$ cat config.mk
export PLATFORM = sky130hd
export DESIGN_NAME = digit_entry
export DESIGN_NICKNAME = d
export VERILOG_FILES = /design/src/rtl/digit_entry.sv
export SDC_FILE = /design/constraint.sdc
export NUM_CORES = 1
export LEC_CHECK = 0
export ABC_AREA = 1
export ABC_CLOCK_PERIOD_IN_PS = 8800
export CAP_MARGIN = 0
export CORE_MARGIN = 2
export CORE_UTILIZATION = 50
export DETAILED_ROUTE_END_ITERATION = 12
export PLACE_DENSITY = 0.77
export SKIP_CTS_REPAIR_TIMING = 1
export SYNTH_ARGS = -nofsm -noshare
export SYNTH_HDL_FRONTEND = slang
export SYNTH_SLANG_ARGS = --single-unit
$ cat constraint.sdc
create_clock -name clk -period 8.8 [get_ports clk]
set_input_delay 1.76 -clock clk [delete_from_list [all_inputs] [get_ports clk]]
set_output_delay 1.76 -clock clk [all_outputs]
set_load 0.01 [all_outputs]
$ cat src/rtl/digit_entry.sv
// Two-digit keypad entry: edge-detected keys build a 0..99 amount, a tick-based
// timeout discards stale partial entries, and a confirmed amount is held until downstream accepts it.
module digit_entry #(
   parameter int TIMEOUT_TICKS = 10
) (
   input  logic       clk,
   input  logic       rst_n,
   input  logic       tick,
   input  logic       keydown_num,
   input  logic [3:0] num,
   input  logic       keydown_clear,
   input  logic       keydown_confirm,
   input  logic       out_ready,
   output logic       out_valid,
   output logic [6:0] amount,
   output logic [3:0] tens,
   output logic [3:0] units,
   output logic [1:0] digit_count,
   output logic       editing
);
   localparam int CW = (TIMEOUT_TICKS < 2) ? 1 : $clog2(TIMEOUT_TICKS + 1);
   localparam logic [CW-1:0] CNT_LAST = CW'(TIMEOUT_TICKS - 1);

   typedef enum logic [1:0] {IDLE, ENTRY, HOLD} state_t;

   state_t          state_q, state_d;
   logic [3:0]      tens_q, tens_d, units_q, units_d;
   logic [1:0]      dc_q, dc_d;
   logic [6:0]      amount_q, amount_d;
   logic [CW-1:0]   cnt_q, cnt_d;
   logic            out_valid_q, out_valid_d, editing_q, editing_d;
   logic            num_prev_q, clr_prev_q, cfm_prev_q;
   logic            dig_p, clr_p, cfm_p, wipe;

   assign clr_p = keydown_clear & ~clr_prev_q;
   assign cfm_p = keydown_confirm & ~cfm_prev_q;
   assign dig_p = keydown_num & ~num_prev_q & (num <= 4'd9);

   always_comb begin
      state_d = state_q;
      tens_d  = tens_q;
      units_d = units_q;
      dc_d    = dc_q;
      cnt_d   = cnt_q;
      wipe    = 1'b0;
      case (state_q)
         IDLE: begin
            // a same-cycle clear/confirm press swallows the digit even though they do nothing here
            if (dig_p && !clr_p && !cfm_p) begin
               units_d = num;
               tens_d  = 4'd0;
               dc_d    = 2'd1;
               cnt_d   = '0;
               state_d = ENTRY;
            end
         end
         ENTRY: begin
            if (clr_p) begin
               wipe = 1'b1;
            end else if (cfm_p) begin
               if (amount_q != 7'd0) state_d = HOLD;
               else                  wipe    = 1'b1;
            end else if (dig_p && dc_q == 2'd1) begin
               tens_d  = units_q;
               units_d = num;
               dc_d    = 2'd2;
               cnt_d   = '0;
            end else if (tick) begin
               if (cnt_q == CNT_LAST) wipe  = 1'b1;
               else                   cnt_d = cnt_q + CW'(1);
            end
         end
         HOLD: begin
            if (out_ready) wipe = 1'b1;
         end
         default: wipe = 1'b1;
      endcase
      if (wipe) begin
         state_d = IDLE;
         tens_d  = 4'd0;
         units_d = 4'd0;
         dc_d    = 2'd0;
         cnt_d   = '0;
      end
      // outputs are registered copies of next-state values
      amount_d    = 7'(tens_d) * 7'd10 + 7'(units_d);
      out_valid_d = (state_d == HOLD);
      editing_d   = (state_d == ENTRY);
   end

   always_ff @(posedge clk) begin
      if (!rst_n) begin
         state_q     <= IDLE;
         tens_q      <= 4'd0;
         units_q     <= 4'd0;
         dc_q        <= 2'd0;
         cnt_q       <= '0;
         amount_q    <= 7'd0;
         out_valid_q <= 1'b0;
         editing_q   <= 1'b0;
         num_prev_q  <= 1'b1;
         clr_prev_q  <= 1'b1;
         cfm_prev_q  <= 1'b1;
      end else begin
         state_q     <= state_d;
         tens_q      <= tens_d;
         units_q     <= units_d;
         dc_q        <= dc_d;
         cnt_q       <= cnt_d;
         amount_q    <= amount_d;
         out_valid_q <= out_valid_d;
         editing_q   <= editing_d;
         num_prev_q  <= keydown_num;
         clr_prev_q  <= keydown_clear;
         cfm_prev_q  <= keydown_confirm;
      end
   end

   assign out_valid   = out_valid_q;
   assign amount      = amount_q;
   assign tens        = tens_q;
   assign units       = units_q;
   assign digit_count = dc_q;
   assign editing     = editing_q;
endmodule

==> metrics.txt <==
post-placement cell area=~1800 sq um; max-slew violations=0; pre-CTS setup slack=around 3700 ps; die width=~60 um; leading area contributor after synthesis=dfxtp_1; Synth Net Count=around 240; clk root buf=clkbuf_4; worst min-delay path class=reg2reg; DPL Wire Length=2.55 mm; site row count=20; main area contributors after synthesis=dfxtp_1 (35%), nand2_1 (11%), inv_1 (8.7%); Synth top area share=0.349; GRT Util Overall=0.206; Core ar.=3000 sq um; Final Util=0.624; CTS tree=built; count of cell types in the netlist=30; startpoint types=input port; CP max-delay cell=clkdlybuf4s50_1; Die H=59.7 um; antenna cells=0; DRT Pass-1 Iters=4; non-filler cells, final=279; Initial Util=0.516; Total Power=0.215 mW; Clock Pin Slew Worst Setup and Hold Paths=150 ps; FF+latch count, synth=27; vias in the first global route=around 1,300; area share of xor/xnor cells in the synthesized design=0.0113; clock skew=around 3.8 ps; simple-gate share of the synthesized area=0.322; share of cells above drive strength 1=0.110; Max Fanout on Critical Path=13; Nets=approximately 270; Final Wtd Congestion=0.859; IO buf count=29; fill count=just over 300; commonest cells after routing, fill and taps aside=nand2_1 (47), inv_1 (36), clkdlybuf4s50_1 (29); dpl cells=about 280; WL final=roughly 3.2 mm; post-route cell area=roughly 1900 sq um; CTS H-tree depth=1; maximum VDD drop=between 100 and 150 uV; final hold vios=0; async set-reset flop share out of synthesis=0; Synth Area in Compound Gates=0.0994; Final ANT Viol Nets=0; CTS sink count=27; Synth Area in Adders=0.0905; FMAX=0.208 GHz; Remaining Overflow, GRT=0; initial antenna violation count=0; Final min period=between 4000 and 5000 ps; Seq/Total Area, Yosys=0.349; DRT iter0 DRCs=between 40 and 50; CP required=roughly 9100 ps; first-pass GRT wire length=approximately 5.5 mm; Setup violations, final=0; die area=3560 sq um; Post-Syn Instances=around 220; Hold Slack=499 ps; drt wl/cell=roughly 12 um; Final Cycle Share=0.545; DR vias/cell=5.03; Syn Area/Cell=roughly 7 sq um; CP endpoint kind=register; Post-synth EDFFs=0; most common cell after layout, fill and taps aside=nand2_1; CP Data Arrival Time=5050 ps; worst setup margin=roughly 4000 ps; RSZ-0062 raised after global routing=no; Synth Warn #=0; Area Growth Syn to Fin=21.0%; Synth Cell Area=1550 sq um; Top FF cell, synth=dfxtp_1; CP Class=in2reg; proportion of synthesized area in mux cells=0; Max clock buf depth=2; slew margin rel.=0.727; main combinational cell family by area after synthesis=simple AND/OR/NAND/NOR gates; largest net degree at the start of global routing=16; max cap viols=0; pwr/cell area=115 nW/um^2; status=finished clean; crit-path most repeated cell=nand2_1; setup tns final=0 ps; vias=1,402; io pins=30; clock latency at the later pin of the worst-skew pair=330 ps; crit-path max cell delay=around 470 ps; DRC Markers=0; CP cell instances=clkdlybuf4s50_1 > inv_2 > nor2_4 > inv_1 > nor2_1 > nand3_2 > o21ai_4 > nand2_4 > nand2_1 > o21ai_1 > nand2_1 > inv_1 > ha_1 > ha_1 > inv_1 > fa_1 > nor2_1 > nand4_1 > nand2_1 > nand2_1 > nand2_1 > inv_1 > a21oi_1 > nor2_1; CTS Buf Count=3; worst slew pin tran=around 410 ps; Leak Pwr=~0.9 nW
## synthesized netlist by cell type, types with 3 or more instances
cell type  instances
a21oi_1           12
inv_1             36
ha_1               8
nor3_1             6
dfxtp_1           27
nand4_1            5
inv_2              5
o21ai_0            7
nand3_1           13
o21ai_2            3
nand2_1           47
nor2_1            21
nor2_2             3
## where the power goes
part | switching (mW) | internal, mW
clock | 0.0379 | 0.0171
combinational | 0.0178 | 0.0139
sequential | 0.00269 | 0.126
## worst paths after layout
kind | startpoint | to | slack (ps) | depth (start not counted)
hold / removal | digit_count[1] | digit_count[1] | 500 | 2
setup / recovery | keydown_num | amount[6] | 4000 | 24
hold reg to reg | digit_count[1] | digit_count[1] | 500 | 2
setup reg to reg | num_prev_q | amount[6] | 5560 | 22
## worst max-delay path, delay by kind of cell
family | cells | cell delay [ps]
buffers and inverters | 6 | 750
AND/OR/NAND/NOR | 12 | 1290
AO/OA/AOI/OAI | 3 | 320
adder cells (fa/ha/maj) | 3 | 930
## kinds of logic (layout without fill, tap and decap cells)
kind of cell,after synthesis,after routing
buf+inv,47,76
flops,27,27
simple gates,105,105
compound gates,26,26
xor+xnor,2,2
fa+ha+maj,10,10
## per-layer routing
layer / part of all wire / GRT usage / vias to the layer above
li1: - / - / 734
met1: 0.45 / 0.253 / 635
met2: 0.49 / 0.351 / 26
met3: 0.035 / 0.0411 / 7
met4: 0.018 / 0.0825 / 0
met5: 0 / 0 / -
## registers in the layout (all words and copies together) (netlist names)
register     cells
cnt_q            4
cfm_prev_q       1
editing          1
out_valid        1
state_q          2
num_prev_q       1
amount           6
units            4
clr_prev_q       1
digit_count      2
tens             4
## area by class of cell
type                            instances  area, sq um  area share
Clock inverter                          1         5.00     0.00267
Inverter                               43          164      0.0874
Clock buffer                            3         22.5      0.0120
Timing Repair Buffer                   29          290       0.155
Sequential cell                        27          541       0.288
Multi-Input combinational cell        143          811       0.433
Tap cell                               33         41.3      0.0220
No activity file was read; power rests on OpenSTA's default activity.
